==> src/rtl/tlc_lamp_monitor_pkg.sv <==
// ---------------------------------------------------------------------------
// tlc_mon_pkg
// Shared types and helpers for the traffic-light lamp monitor.
//   head_state_t : decoded state of one signal head (one lamp, none, several)
//   fault_code_t : first-fault code reported by the monitor
//   decode_head  : maps the three lamp bits of one head to a head_state_t
// ---------------------------------------------------------------------------
package tlc_mon_pkg;

  typedef enum logic [2:0] {
    HS_DARK  = 3'd0,
    HS_RED   = 3'd1,
    HS_YLW   = 3'd2,
    HS_GRN   = 3'd3,
    HS_MULTI = 3'd4
  } head_state_t;

  typedef enum logic [2:0] {
    FC_NONE     = 3'd0,
    FC_CONFLICT = 3'd1,
    FC_ENCODE   = 3'd2,
    FC_SEQ      = 3'd3,
    FC_DWELL    = 3'd4
  } fault_code_t;

  // Exactly one lamp lit gives that colour; none lit is dark; anything else is multi.
  function automatic head_state_t decode_head(input logic g, input logic y, input logic r);
    head_state_t hs;
    case ({g, y, r})
      3'b100:  hs = HS_GRN;
      3'b010:  hs = HS_YLW;
      3'b001:  hs = HS_RED;
      3'b000:  hs = HS_DARK;
      default: hs = HS_MULTI;
    endcase
    return hs;
  endfunction

endpackage

==> src/rtl/tlc_lamp_monitor_if.sv <==
// ---------------------------------------------------------------------------
// tlc_lamp_monitor_if
// Bundle between the controller side (master) and the lamp monitor (slave).
//   GRN1/YLW1/RED1, GRN2/YLW2/RED2 : lamp drives of head 1 and head 2
//   clr_fault                     : synchronous clear of the sticky fault
//   fault, fault_code             : sticky fault flag and first-fault code
//   lamp_ok                       : current sample free of violations
//   cycle_cnt                     : number of head-1 entries into green
// ---------------------------------------------------------------------------
interface tlc_lamp_monitor_if #(
  parameter int CNT_W = 8
);
  logic             GRN1;
  logic             YLW1;
  logic             RED1;
  logic             GRN2;
  logic             YLW2;
  logic             RED2;
  logic             clr_fault;
  logic             fault;
  logic [2:0]       fault_code;
  logic             lamp_ok;
  logic [CNT_W-1:0] cycle_cnt;

  modport master (
    output GRN1, YLW1, RED1, GRN2, YLW2, RED2, clr_fault,
    input  fault, fault_code, lamp_ok, cycle_cnt
  );

  modport slave (
    input  GRN1, YLW1, RED1, GRN2, YLW2, RED2, clr_fault,
    output fault, fault_code, lamp_ok, cycle_cnt
  );
endinterface

==> src/rtl/tlc_lamp_monitor_head_tracker.sv <==
// ---------------------------------------------------------------------------
// tlc_head_tracker
// Per-head decode, previous-state register, dwell counter and the
// encoding / sequence / dwell checks. All check outputs are combinational
// from the current lamps versus the previous sample; the top registers them.
//   g, y, r      : lamp inputs of this head
//   hs           : decoded current state
//   enc_err      : head dark or several lamps lit
//   seq_err      : illegal colour change (dark/multi changes excluded)
//   dwell_err    : green or yellow left too early
//   entered_grn  : head changes into green on this sample
// ---------------------------------------------------------------------------
module tlc_head_tracker
  import tlc_mon_pkg::*;
#(
  parameter int MIN_GRN_CYC = 8,
  parameter int MIN_YLW_CYC = 2,
  parameter int CNT_W       = 8
) (
  input  logic        blif_clk_net,
  input  logic        blif_reset_net,
  input  logic        g,
  input  logic        y,
  input  logic        r,
  output head_state_t hs,
  output logic        enc_err,
  output logic        seq_err,
  output logic        dwell_err,
  output logic        entered_grn
);

  localparam logic [CNT_W-1:0] MIN_GRN_W = CNT_W'(MIN_GRN_CYC);
  localparam logic [CNT_W-1:0] MIN_YLW_W = CNT_W'(MIN_YLW_CYC);
  localparam logic [CNT_W-1:0] ONE_W     = CNT_W'(1);
  localparam logic [CNT_W-1:0] DWELL_MAX = {CNT_W{1'b1}};

  head_state_t      prev_hs_r;
  logic [CNT_W-1:0] dwell_r;
  logic             changed_s;
  logic             legal_s;
  logic             clean_s;

  // Decode and the checks against the previous sample; dwell is compared before update.
  always_comb begin
    hs        = decode_head(g, y, r);
    changed_s = (hs != prev_hs_r);
    enc_err   = (hs == HS_DARK) || (hs == HS_MULTI);
    case (prev_hs_r)
      HS_GRN:  legal_s = (hs == HS_YLW);
      HS_YLW:  legal_s = (hs == HS_RED);
      HS_RED:  legal_s = (hs == HS_GRN);
      default: legal_s = 1'b0;
    endcase
    // Transitions into or out of dark/multi are reported as encoding faults only.
    clean_s = (prev_hs_r != HS_DARK) && (prev_hs_r != HS_MULTI) &&
              (hs != HS_DARK) && (hs != HS_MULTI);
    seq_err = changed_s && clean_s && !legal_s;
    if (changed_s && (prev_hs_r == HS_GRN)) begin
      dwell_err = (dwell_r < MIN_GRN_W);
    end else if (changed_s && (prev_hs_r == HS_YLW)) begin
      dwell_err = (dwell_r < MIN_YLW_W);
    end else begin
      dwell_err = 1'b0;
    end
    entered_grn = (hs == HS_GRN) && (prev_hs_r != HS_GRN);
  end

  // Previous state and saturating dwell counter, updated every cycle.
  always_ff @(posedge blif_clk_net or posedge blif_reset_net) begin
    if (blif_reset_net) begin
      prev_hs_r <= HS_RED;
      dwell_r   <= '0;
    end else begin
      prev_hs_r <= hs;
      if (changed_s) begin
        dwell_r <= ONE_W;
      end else if (dwell_r != DWELL_MAX) begin
        dwell_r <= dwell_r + ONE_W;
      end
    end
  end

endmodule

==> src/rtl/tlc_lamp_monitor.sv <==
// ---------------------------------------------------------------------------
// tlc_lamp_monitor
// Safety monitor on the six lamp outputs of the traffic-light controller.
// Holds the cross-head conflict check, fault priority, sticky first-fault
// capture, post-reset blanking and the head-1 green-entry counter.
//   blif_clk_net   : clock, rising edge
//   blif_reset_net : asynchronous active-high reset
//   mon            : lamps and clr_fault in; fault, fault_code, lamp_ok,
//                    cycle_cnt out (all outputs registered)
// ---------------------------------------------------------------------------
module tlc_lamp_monitor
  import tlc_mon_pkg::*;
#(
  parameter int MIN_GRN_CYC = 8,
  parameter int MIN_YLW_CYC = 2,
  parameter int BLANK_CYC   = 4,
  parameter int CNT_W       = 8
) (
  input logic               blif_clk_net,
  input logic               blif_reset_net,
  tlc_lamp_monitor_if.slave mon
);

  localparam logic [CNT_W-1:0] BLANK_W = CNT_W'(BLANK_CYC);
  localparam logic [CNT_W-1:0] ONE_W   = CNT_W'(1);

  head_state_t      hs1_s, hs2_s;
  logic             enc1_s, seq1_s, dwl1_s, ent1_s;
  logic             enc2_s, seq2_s, dwl2_s, ent2_s;
  logic             conflict_s;
  logic             blank_s;
  fault_code_t      viol_s;

  logic             fault_r;
  fault_code_t      fault_code_r;
  logic             lamp_ok_r;
  logic [CNT_W-1:0] cycle_cnt_r;
  logic [CNT_W-1:0] blank_cnt_r;

  tlc_head_tracker #(
    .MIN_GRN_CYC (MIN_GRN_CYC),
    .MIN_YLW_CYC (MIN_YLW_CYC),
    .CNT_W       (CNT_W)
  ) u_head1 (
    .blif_clk_net   (blif_clk_net),
    .blif_reset_net (blif_reset_net),
    .g              (mon.GRN1),
    .y              (mon.YLW1),
    .r              (mon.RED1),
    .hs             (hs1_s),
    .enc_err        (enc1_s),
    .seq_err        (seq1_s),
    .dwell_err      (dwl1_s),
    .entered_grn    (ent1_s)
  );

  tlc_head_tracker #(
    .MIN_GRN_CYC (MIN_GRN_CYC),
    .MIN_YLW_CYC (MIN_YLW_CYC),
    .CNT_W       (CNT_W)
  ) u_head2 (
    .blif_clk_net   (blif_clk_net),
    .blif_reset_net (blif_reset_net),
    .g              (mon.GRN2),
    .y              (mon.YLW2),
    .r              (mon.RED2),
    .hs             (hs2_s),
    .enc_err        (enc2_s),
    .seq_err        (seq2_s),
    .dwell_err      (dwl2_s),
    .entered_grn    (ent2_s)
  );

  // Conflict detection, blanking window and priority encoding of this sample.
  always_comb begin
    conflict_s = ((hs1_s == HS_GRN) || (hs1_s == HS_YLW)) &&
                 ((hs2_s == HS_GRN) || (hs2_s == HS_YLW));
    blank_s    = (blank_cnt_r < BLANK_W);
    if (blank_s) begin
      viol_s = FC_NONE;
    end else if (conflict_s) begin
      viol_s = FC_CONFLICT;
    end else if (enc1_s || enc2_s) begin
      viol_s = FC_ENCODE;
    end else if (seq1_s || seq2_s) begin
      viol_s = FC_SEQ;
    end else if (dwl1_s || dwl2_s) begin
      viol_s = FC_DWELL;
    end else begin
      viol_s = FC_NONE;
    end
  end

  // Sticky first fault, lamp_ok, blanking counter and green-entry counter.
  always_ff @(posedge blif_clk_net or posedge blif_reset_net) begin
    if (blif_reset_net) begin
      fault_r      <= 1'b0;
      fault_code_r <= FC_NONE;
      lamp_ok_r    <= 1'b1;
      cycle_cnt_r  <= '0;
      blank_cnt_r  <= '0;
    end else begin
      if (blank_s) begin
        blank_cnt_r <= blank_cnt_r + ONE_W;
      end
      lamp_ok_r <= (viol_s == FC_NONE);
      // A violation coinciding with clr_fault reloads the code rather than clearing.
      if (viol_s != FC_NONE) begin
        if (!fault_r || mon.clr_fault) begin
          fault_r      <= 1'b1;
          fault_code_r <= viol_s;
        end
      end else if (mon.clr_fault) begin
        fault_r      <= 1'b0;
        fault_code_r <= FC_NONE;
      end
      if (ent1_s && !blank_s) begin
        cycle_cnt_r <= cycle_cnt_r + ONE_W;
      end
    end
  end

  assign mon.fault      = fault_r;
  assign mon.fault_code = fault_code_r;
  assign mon.lamp_ok    = lamp_ok_r;
  assign mon.cycle_cnt  = cycle_cnt_r;

endmodule

==> src/flat_wrapper.sv <==
// flat-port wrapper written by rule: the top's interface ports become plain ports
module tlc_lamp_monitor_flat import tlc_mon_pkg::*;
#(
  parameter int MIN_GRN_CYC = 8,
  parameter int MIN_YLW_CYC = 2,
  parameter int BLANK_CYC   = 4,
  parameter int CNT_W       = 8
)
  (blif_clk_net, blif_reset_net, mon_GRN1, mon_YLW1, mon_RED1, mon_GRN2, mon_YLW2, mon_RED2, mon_clr_fault, mon_fault, mon_fault_code, mon_lamp_ok, mon_cycle_cnt);
  tlc_lamp_monitor_if #(.CNT_W(CNT_W)) mon_i ();
  input logic blif_clk_net;
  input logic blif_reset_net;
  input wire logic [$bits(mon_i.GRN1)-1:0] mon_GRN1;
  input wire logic [$bits(mon_i.YLW1)-1:0] mon_YLW1;
  input wire logic [$bits(mon_i.RED1)-1:0] mon_RED1;
  input wire logic [$bits(mon_i.GRN2)-1:0] mon_GRN2;
  input wire logic [$bits(mon_i.YLW2)-1:0] mon_YLW2;
  input wire logic [$bits(mon_i.RED2)-1:0] mon_RED2;
  input wire logic [$bits(mon_i.clr_fault)-1:0] mon_clr_fault;
  output wire logic [$bits(mon_i.fault)-1:0] mon_fault;
  output wire logic [$bits(mon_i.fault_code)-1:0] mon_fault_code;
  output wire logic [$bits(mon_i.lamp_ok)-1:0] mon_lamp_ok;
  output wire logic [$bits(mon_i.cycle_cnt)-1:0] mon_cycle_cnt;
  assign mon_i.GRN1 = mon_GRN1;
  assign mon_i.YLW1 = mon_YLW1;
  assign mon_i.RED1 = mon_RED1;
  assign mon_i.GRN2 = mon_GRN2;
  assign mon_i.YLW2 = mon_YLW2;
  assign mon_i.RED2 = mon_RED2;
  assign mon_i.clr_fault = mon_clr_fault;
  assign mon_fault = mon_i.fault;
  assign mon_fault_code = mon_i.fault_code;
  assign mon_lamp_ok = mon_i.lamp_ok;
  assign mon_cycle_cnt = mon_i.cycle_cnt;
  tlc_lamp_monitor #(.MIN_GRN_CYC(MIN_GRN_CYC), .MIN_YLW_CYC(MIN_YLW_CYC), .BLANK_CYC(BLANK_CYC), .CNT_W(CNT_W)) u_core (.blif_clk_net(blif_clk_net), .blif_reset_net(blif_reset_net), .mon(mon_i));
endmodule
==> config.mk <==
export PLATFORM = sky130hd
export DESIGN_NAME = tlc_lamp_monitor_flat
export DESIGN_NICKNAME = d
export VERILOG_FILES = /design/src/rtl/tlc_lamp_monitor_pkg.sv /design/src/rtl/tlc_lamp_monitor_if.sv /design/src/rtl/tlc_lamp_monitor_head_tracker.sv /design/src/rtl/tlc_lamp_monitor.sv /design/src/flat_wrapper.sv
export SDC_FILE = /design/constraint.sdc
export NUM_CORES = 1
export LEC_CHECK = 0
export BUFFER_PORTS_ARGS = -buffer_cell sky130_fd_sc_hd__buf_4
export CAP_MARGIN = 25
export CORE_MARGIN = 2
export CORE_UTILIZATION = 50
export CTS_CLUSTER_DIAMETER = 60
export DETAILED_ROUTE_END_ITERATION = 6
export GPL_ROUTABILITY_DRIVEN = 1
export PLACE_DENSITY_LB_ADDON = 0.05
export SLEW_MARGIN = 40
export SYNTH_ARGS = -nofsm -noshare
export SYNTH_HDL_FRONTEND = slang
export SYNTH_SLANG_ARGS = --single-unit
==> constraint.sdc <==
create_clock -name blif_clk_net -period 4.8 [get_ports blif_clk_net]
set_input_delay 0.48 -clock blif_clk_net [delete_from_list [all_inputs] [get_ports blif_clk_net]]
set_output_delay 0.48 -clock blif_clk_net [all_outputs]
set_load 0.005 [all_outputs]
Word-level counts from Yosys, hierarchy flattened
Cells that the tools add are included.

$add $sub $neg: 4. Magnitude comparators: 5. Equal/unequal tests: 30. Mux-type cells: 23. Reduce and logical (&&, ||, !) cells: 43.

Operators with widths (number): adder 8 x 1 -> 8 bit, second input constant (4); 2-to-1 mux 8 bit (4); equality test 3 x 2 -> 1 bit, second input constant (10); 2-to-1 mux 3 bit (8); case mux 3 bit (4 select lines) (2); equality test 3 x 1 -> 1 bit, second input constant (6); logical AND 1 bit (17); < comparator 8 x 2 -> 1 bit, second input constant (2); < comparator 8 x 4 -> 1 bit, second input constant (2); inequality test 8 bit, second input constant (2); logical NOT 3 bit (5); nonzero test 3 bit (5); equality test 3 bit, second input constant (4); inequality test 3 bit, second input constant (4); logical OR 1 bit (8); < comparator 8 x 3 -> 1 bit, second input constant (1); 2-to-1 mux 1 bit (7); inequality test 3 bit (2); case mux 1 bit (3 select lines) (2); nonzero test 2 bit (3); logical NOT 1 bit (4); inequality test 3 x 2 -> 1 bit, second input constant (1); inequality test 2 bit, second input constant (1); AND reduction 2 bit (1).

Register bits: 43. Input port bits: 9. Output and inout bits: 13. Logic and storage cells: 114.

Longest topological paths before layout
Gate-level depths: netlist of run 1.

Depth in word-level cells: 15. Gate-level depth with buffers: 7. Gate-level depth less buffers: 6.

Cells and area by module
Synthesis of run 1 repeated with hierarchy kept, for this count alone.

Cell total of the unflattened synthesis: 239. Area, all modules: 2386.0 um^2.

By module, submodules not included: tlc_head_tracker (instances 2, cells an instance 81, area each 735.7 um^2, seq. area each 276.5 um^2); tlc_lamp_monitor (instances 1, cells an instance 77, area each 914.6 um^2, seq. area each 526.8 um^2).

Least setup slack after synthesis of run 1
OpenSTA, ideal clock, no wires.

Path kind: input port to flip-flop. Start: input port mon_GRN1. End: register u_core.fault_code_r[0] (netlist: u_core.mon.fault_code[0]). Data arrival time: 1.943 ns. Required time: 4.733 ns. Setup slack: 2.790 ns. Cell stages on the path: 6. Cells stage by stage: buf_6 > maj3_2 > or4_4 > nor2_4 > and4bb_1 > a311o_1.

Word-level cells in the longest chain between the ends: 15. Elaborated cells on any way between the ends: 40.

RTL lines: start: declaration (RTL line flat_wrapper.sv:13) `input wire logic [$bits(mon_i.GRN1)-1:0] mon_GRN1;`; equality test 3 x 1 -> 1 bit, or another cell as far along (RTL line tlc_lamp_monitor_pkg.sv:29) `case ({g, y, r})`; case mux 3 bit (4 select lines) * (RTL line tlc_lamp_monitor_pkg.sv:29); via u_core.hs1_s[2] (RTL line tlc_lamp_monitor.sv:27) `head_state_t hs1_s, hs2_s;`; inequality test 3 bit / nonzero test 3 bit (equally long branches) (RTL line tlc_lamp_monitor_head_tracker.sv:46, tlc_lamp_monitor_head_tracker.sv:56); logical AND 1 bit (on tied branches) (RTL line tlc_lamp_monitor_head_tracker.sv:60, tlc_lamp_monitor_head_tracker.sv:55); 2-to-1 mux 1 bit / logical AND 1 bit (equally long branches) (RTL line tlc_lamp_monitor_head_tracker.sv:60, tlc_lamp_monitor_head_tracker.sv:56); 2-to-1 mux 1 bit / logical AND 1 bit (equally long branches) (RTL line tlc_lamp_monitor_head_tracker.sv:58, tlc_lamp_monitor_head_tracker.sv:57); logical OR 1 bit / logical AND 1 bit (equally long branches) (RTL line tlc_lamp_monitor.sv:87, tlc_lamp_monitor_head_tracker.sv:57); 2-to-1 mux 3 bit / logical OR 1 bit (equally long branches) (RTL line tlc_lamp_monitor.sv:87, tlc_lamp_monitor.sv:85); 2-to-1 mux 3 bit (RTL line tlc_lamp_monitor.sv:85) `end else if (seq1_s || seq2_s) begin`; 2-to-1 mux 3 bit (RTL line tlc_lamp_monitor.sv:83) `end else if (enc1_s || enc2_s) begin`; 2-to-1 mux 3 bit * (RTL line tlc_lamp_monitor.sv:81) `end else if (conflict_s) begin`; 2-to-1 mux 3 bit * (RTL line tlc_lamp_monitor.sv:79) `if (blank_s) begin`; nonzero test 3 bit (RTL line tlc_lamp_monitor.sv:108) `if (viol_s != FC_NONE) begin`; inequality test 2 bit (no line) / nonzero test 2 bit (equally long branches); AND reduction 2 bit (no line); end signal: assignment (RTL line tlc_lamp_monitor.sv:111) `fault_code_r <= viol_s;`; end: declaration (RTL line tlc_lamp_monitor.sv:35) `fault_code_t fault_code_r;`.

Mark *: on every way through the listed nets, which the timed path passes. The rest lies on a longest branch. The select of a mux whose other input is x is not followed. A chain may end at the register's enable or synchronous reset.

Worst setup path in the final report of run 1
Start: register u_core.u_head2.dwell_r[3]. End: register u_core.fault_code_r[0] (netlist: u_core.mon.fault_code[0]).

Word-level cells in the longest chain between the ends: 12. Elaborated cells on any way between the ends: 15.

RTL lines: start: declaration (RTL line tlc_lamp_monitor_head_tracker.sv:38) `logic [CNT_W-1:0] dwell_r;`; start signal: assignment (RTL line tlc_lamp_monitor_head_tracker.sv:78) `dwell_r <= dwell_r + ONE_W;`; < comparator 8 x 2 -> 1 bit (RTL line tlc_lamp_monitor_head_tracker.sv:61) `dwell_err = (dwell_r < MIN_YLW_W);`; 2-to-1 mux 1 bit (RTL line tlc_lamp_monitor_head_tracker.sv:60) `end else if (changed_s && (prev_hs_r == HS_YLW)) begin`; 2-to-1 mux 1 bit * (RTL line tlc_lamp_monitor_head_tracker.sv:58) `if (changed_s && (prev_hs_r == HS_GRN)) begin`; logical OR 1 bit * (RTL line tlc_lamp_monitor.sv:87) `end else if (dwl1_s || dwl2_s) begin`; 2-to-1 mux 3 bit * (RTL line tlc_lamp_monitor.sv:87); 2-to-1 mux 3 bit * (RTL line tlc_lamp_monitor.sv:85); 2-to-1 mux 3 bit * (RTL line tlc_lamp_monitor.sv:83); 2-to-1 mux 3 bit * (RTL line tlc_lamp_monitor.sv:81); 2-to-1 mux 3 bit * (RTL line tlc_lamp_monitor.sv:79); nonzero test 3 bit * (RTL line tlc_lamp_monitor.sv:108); inequality test 2 bit (no line) / nonzero test 2 bit (equally long branches); AND reduction 2 bit (no line).

Every way passes the cells marked *; elsewhere a longest branch is shown, timed or not.

==> results of run 1 <==
## worst max path at each step
| stage | depth (start not counted) | to | slack (ns) |
|---|---|---|---|
| final | 5 | u_core.mon.fault_code[0] | 2.73 |
| after global routing | 5 | u_core.mon.fault_code[0] | 2.58 |
| after CTS | 5 | u_core.mon.fault_code[0] | 2.70 |
| after detailed placement | 6 | u_core.mon.fault_code[0] | 2.62 |
| after global placement | 6 | u_core.mon.fault_code[0] | 2.68 |
| after floorplan | 6 | u_core.mon.fault_code[0] | 2.79 |
## synthesized netlist by cell type, drive strengths merged (2+ instances only)
cell	instances	area, um^2
or4	2	18.77
dfstp	3	78.83
or3b	4	35.04
nor3	7	35.03
dfrtp	40	1001
inv	6	22.52
nor2b	3	18.77
nand4	5	31.28
xor2	8	70.07
o32ai	2	17.52
nor4	5	37.53
xnor2	13	113.9
a21o	2	15.01
nand2	11	41.29
clkbuf	9	33.78
nor3b	4	30.03
and2	3	18.77
maj3	4	42.54
and3	4	25.02
o21ai	2	10.01
nand2b	4	25.02
mux2i	5	50.05
or2	2	12.51
a211oi	5	42.54
ha	4	50.05
buf	7	60.05
nand3	8	40.04
a21oi	6	30.03
and4	3	26.28
a311oi	3	26.28
o211ai	3	22.52
nor2	22	90.09
## area by class of cell
class / instances / area [um^2]
Multi-Input combinational cell: 160 / 1119
Inverter: 6 / 22.52
Sequential cell: 43 / 1080
Clock buffer: 5 / 68.82
Fill cell: 395 / 1871
Tap cell: 52 / 65.06
Clock inverter: 3 / 23.77
Timing Repair Buffer: 22 / 165.2
## per-layer routing
metal  part of all wire  up-vias
met2               0.45       49
met4              0.013        0
met3              0.052        7
met1               0.49      818
met5                  0        -
li1                   -      833
## cells by family after synthesis
group,share of synthesized area
XOR/XNOR,0.07946
AND/OR/NAND/NOR,0.2341
flip-flops,0.4665
buffers and inverters,0.05027
multiplexers,0.02649
adder cells (fa/ha/maj),0.04000
AO/OA/AOI/OAI,0.1033
## power by group through the flow
stage	clock network [W]	logic (W)	registers (W)
6_report	0.000236	0.000149	0.000441
5_1_grt	0.000260	0.000168	0.000448
4_1_cts	0.000244	0.000152	0.000441
3_5_place_dp	0	0.000151	0.000448
3_3_place_gp	0	0.000146	0.000445
2_1_floorplan	0	0.0000994	0.000435
## sequential cells by signal, summed over array words and instances (netlist names)
name and flops:
u_core.mon.fault_code 3, u_core.u_head1.prev_hs_r 3, u_core.blank_cnt_r 8, u_core.u_head1.dwell_r 8
u_core.u_head2.dwell_r 8, u_core.mon.cycle_cnt 8, u_core.mon.lamp_ok 1, u_core.mon.fault 1
u_core.u_head2.prev_hs_r 3
## metrics by stage
stage / total power, W / utilization
floorplan: 0.0005348 / -
CTS: 0.0008372 / 0.5762
global placement: 0.0005911 / 0.5553
finish: 0.0008253 / 0.5762
detailed placement: 0.0005993 / 0.5553
global route: 0.0008768 / 0.5762
==> metrics.yaml, run 1 <==
dpl_cell_area_um2: 2451
slowest_delay_ns: 0.44
numPortBuffers: 21
std_cell_rows: 24
dp_cells: 283
syn_to_final_growth_pct: 9.892
fmax_mhz: 482.7
clkLatencyLatePin_ns: 0.30
cts_tree: "done"
first_global_vias: 1668
swShare: 0.2965
worstMarginPinSlew_ns: 0.6736
overflow: 0
gr-usage-met3: 0.04167
drtPass1Iterations: 4
clk_pin_slew_worst_paths_ns: 0.09
holdBufCountCts: 0
design_area_um2: 2544
internal-power_w: 0.0005806
grt_pass1_wl_um: 7534
crit_slowest_cell: "dfrtp_1"
htree_levels: 2
core-area_um2: 4414
max_cap_violations: 0
setup_viol: 0
ys_types: 55
final.setup.tns_ns: 0
reg2reg_depth: 5
fin_crit_ns: 2.072
p_leak_nw: 1.101
required_ns: 4.98
pwr-share-comb: 0.181
ios: 22
ys.flop_type: "dfrtp_1"
n_antenna_cell: 0
worst_hold_slack_ns: 0.1768
drt_iter0_markers: 89
final_cell_mix: "40 x dfrtp_1, 22 x buf_4, 21 x nor2_1"
synth_cells: 225
place_hpwl_um: 3128
place_ws_ns: 2.624
synth_area_um2: 2315
numCtsBuffers: 5
startpoint: "u_core.u_head2.dwell_r[3]"
fin_skew_ns: 0.008381
crit_fanout: 6
power_density_nw_per_um2: 324.5
wl_um: 4201
arrival_ns: 2.25
critPathKind: "flip-flop to flip-flop"
rsz0062_at_grt: "no"
final_cells: 291
r2r_start: "u_core.u_head2.dwell_r[3]"
drv_slew: 0
track_usage: 0.1838
syn_area_per_cell_um2: 10.29
cpLargestDelayFamily: "simple AND/OR/NAND/NOR gates"
clockRootBuffer: "clkbuf_8"
layout.nets: 251
slew-limit-headroom: 0.5468
drc: 0
reg2reg_to: "u_core.mon.fault_code[0]"
die-area_um2: 5190
ctsResizeCount: 0
cts_sinks: 43
antenna_found_initial: 0
final_antenna_net_count: 0
yosys_warnings: 0
via_per_inst: 5.866
synth-seq-area-share: 0.4665
start_kind: "flip-flop"
path_buf_inv: 0
p_clk_frac: 0.285
hold_path.class: "primary input to async pin"
synth-edff-count: 0
drive_above_1_share: 0.1883
synth.ff_latch_count: 43
reg2reg_slack_ns: 2.73
synth_nets: 238
min_period_over_period: 0.4316
grt_start_max_net_pins: 23
gr-usage-met1: 0.2505
synthArstFlopShare: 1.000
initial_utilization: 0.5244
cts_setup_buffers: 0
grt-busiest-layer: "met2"
wl_per_cell_um: 14.44
grt_util_met2: 0.2942
die_h_um: 72.04
fp.dieW_um: 72.04
layout_commonest_cell: "dfrtp_1"
p_seq_frac: 0.534
clockBufferDepth: 2
fin_ws_ns: 2.728
worstPathCellList: "nor4_1 > o2111ai_1 > nor3_1 > and4bb_1 > a311o_1"
power_switching_w: 0.0002447
place.gp.congestion: 0.8847
vias: 1707
peakVddDrop_v: 0.0001366
finalHoldViolations: 0
end_kind: "flip-flop"
status: "completed"
(Power assumes the default switching activity.)
==> run 2, diff against run 1 <==
==> constraint.sdc (replaced) <==
create_clock -name blif_clk_net -period 1.8 [get_ports blif_clk_net]
set_input_delay 0.18 -clock blif_clk_net [delete_from_list [all_inputs] [get_ports blif_clk_net]]
set_output_delay 0.18 -clock blif_clk_net [all_outputs]
set_load 0.005 [all_outputs]
==> run 2 against run 1 <==
  * The flow now finishes with violations (setup timing)
  * Die area unchanged
  * Count of clock-buffer cells in the layout unchanged
  * First-iteration DRC count increased by 49%
  * Largest cell class unchanged
  * Combinational power increased to 3.5 times the previous value
==> metrics.yaml, run 2 (synthesis gave the netlist of run 1 again) <==
status: "finished with violations"  # was completed
violations: "setup timing"
slowest_delay_ns: 0.39  # was 0.44 ns
multi_input_area_um2: 1251  # was 1119 um^2
die-area_um2: 5190  # unchanged
place.gp.congestion: 0.7986  # was 0.8847
rsz0062_at_grt: "yes"  # was no
power_density_nw_per_um2: 821.2  # was 324.5 nW/um^2
start_kind: "flip-flop"  # unchanged
n_antenna_cell: 0  # unchanged
crit_top_cell: "buf_4"
cpLargestDelayFamily: "simple AND/OR/NAND/NOR gates"  # unchanged
numPortBuffers: 21  # unchanged
end_kind: "flip-flop"  # unchanged
fp.dieW_um: 72.04  # unchanged
final_antenna_net_count: 0  # unchanged
wl_um: 4975  # was 4201 um
syn_to_final_growth_pct: 28.22  # was 9.892%
power_switching_w: 0.0006778  # was 0.0002447 W
p_leak_nw: 1.333  # was 1.101 nW
place_hpwl_um: 3540  # was 3128 um
grt_pass1_wl_um: 8355  # was 7534 um
register_area_um2: 1081  # was 1080 um^2
fin_skew_ns: 0.004202  # was 0.008381 ns
layout.nets: 287  # was 251
p_clk_frac: 0.308  # was 0.285
pwr-share-comb: 0.216  # was 0.181
via_per_inst: 5.783  # was 5.866
first_global_vias: 1840  # was 1,668
numCtsBuffers: 5  # unchanged
crit_slowest_cell: "dfrtp_1"  # unchanged
cts_tree: "done"  # unchanged
fin_crit_ns: 1.927  # was 2.072 ns
drtPass1Iterations: 4  # unchanged
final_cells: 327  # was 291
required_ns: 2.03  # was 4.98 ns
initial_utilization: 0.5244  # unchanged
min_period_over_period: 1.071  # was 0.4316
drive_above_1_share: 0.3818  # was 0.1883
worst_hold_slack_ns: 0.02635  # was 0.1768 ns
antenna_found_initial: 0  # unchanged
setup_viol: 11  # was 0
endpoint: "u_core.mon.fault_code[0]"  # unchanged
startpoint: "u_core.u_head1.prev_hs_r[2]"  # was u_core.u_head2.dwell_r[3]
track_usage: 0.2016  # was 0.1838
clockRootBuffer: "clkbuf_8"  # unchanged
die_h_um: 72.04  # unchanged
p_seq_frac: 0.476  # was 0.534
std_cell_rows: 24  # unchanged
finalHoldViolations: 0  # unchanged
clkLatencyLatePin_ns: 0.29  # was 0.30 ns
reg2reg_depth: 7  # was 5
overflow: 0  # unchanged
max_cap_violations: 0  # unchanged
holdBufCountCts: 0  # unchanged
crit_fanout: 5  # was 6
worstMarginPinSlew_ns: 0.5444  # was 0.6736 ns
reg2reg_slack_ns: -0.13  # was 2.73 ns
wl_per_cell_um: 15.21  # was 14.44 um
layout_commonest_cell: "buf_4"  # was dfrtp_1
r2r_start: "u_core.u_head1.prev_hs_r[2]"  # was u_core.u_head2.dwell_r[3]
swShare: 0.2781  # was 0.2965
internal-power_w: 0.001759  # was 0.0005806 W
peakVddDrop_v: 0.0003877  # was 0.0001366 V
power_w: 0.002437  # was 0.0008253 W
htree_levels: 2  # unchanged
worstPathCellList: "buf_4 > buf_4 > mux2i_2 > o22ai_2 > nor4_4 > and4bb_2 > a311o_1"  # was nor4_1 > o2111ai_1 > nor3_1 > and4bb_1 > a311o_1
core-area_um2: 4414  # unchanged
fill_cells: 354  # was 395
drt_iter0_markers: 133  # was 89
final_cell_mix: "58 x buf_4, 39 x dfrtp_1, 19 x nor2_1"  # was 40 x dfrtp_1, 22 x buf_4, 21 x nor2_1
fmax_mhz: 518.8  # was 482.7 MHz
grt_start_max_net_pins: 44  # was 23
cts_sinks: 43  # unchanged
clk_pin_slew_worst_paths_ns: 0.08  # was 0.09 ns
arrival_ns: 2.16  # was 2.25 ns
fin_ws_ns: -0.1275  # was 2.728 ns
clockBufferDepth: 2  # unchanged
critPathKind: "flip-flop to flip-flop"  # unchanged
drv_slew: 0  # unchanged
path_buf_inv: 2  # was 0
vias: 1891  # was 1,707
dp_cells: 312  # was 283
hold_path.class: "primary input to async pin"  # unchanged
ios: 22  # unchanged
drc: 0  # unchanged
reg2reg_to: "u_core.mon.fault_code[0]"  # unchanged
slew-limit-headroom: 0.6370  # was 0.5468
worst-path-stages: 7  # was 5
run 2: tightest hold or removal path, delay by kind of cell:
kind | cells | cell delay [ns]
buffers and inverters | 3 | 0.59
run 2: what timing repair did:
item                       in CTS  in global routing
setup endpoints to repair      15                 20
resized for setup              11                 15
pin swaps                       9                 10
buffers inserted                4                  3
run 2: through the flow:
stage / utilization / setup slack (ns) / instance area (um^2) / TNS, ns
after detailed placement: 0.6105 / -0.1041 / 2695 / -0.8013
after floorplan: - / 0.002940 / 2345 / 0
after CTS: 0.6508 / -0.1130 / 2873 / -0.2880
after global placement: 0.6105 / -0.04878 / 2695 / -0.04878
after global routing: 0.6723 / -0.1998 / 2968 / -1.711
final: 0.6723 / -0.1275 / 2968 / -0.6200
run 2: cell type report:
type / instances / area share
Clock buffer: 5 / 0.02319
Clock inverter: 3 / 0.01476
Inverter: 6 / 0.007589
Multi-Input combinational cell: 160 / 0.4216
Sequential cell: 43 / 0.3643
Tap cell: 52 / 0.02192
Timing Repair Buffer: 58 / 0.1467
run 2: power groups by stage:
stage / Combinational, W / Clock (W) / Sequential (W)
detailed placement: 0.000464 / 0 / 0.00118
global placement: 0.000444 / 0 / 0.00118
floorplan: 0.000273 / 0 / 0.00116
finish: 0.000526 / 0.000750 / 0.00116
global route: 0.000579 / 0.000803 / 0.00118
CTS: 0.000496 / 0.000768 / 0.00116
run 2: worst min path at each step:
stage,start,endpoint,slack [ns]
2_1_floorplan,mon_YLW1,u_core.u_head1.prev_hs_r[0],0.32
3_3_place_gp,mon_YLW2,u_core.u_head2.prev_hs_r[0],0.34
3_5_place_dp,mon_YLW2,u_core.u_head2.prev_hs_r[0],0.34
4_1_cts,mon_YLW2,u_core.u_head2.prev_hs_r[0],0.03
5_1_grt,mon_YLW2,u_core.u_head2.prev_hs_r[0],0.04
6_report,blif_reset_net,u_core.mon.cycle_cnt[2],0.03
run 2: metal layers:
metal	up-vias	wire (um)	GRT usage	share of wire
met5	-	0	0	0
met4	0	14	0.02516	0.0028
met3	2	155	0.04167	0.031
met2	38	2560	0.3488	0.51
met1	942	2244	0.2706	0.45
li1	909	-	-	-
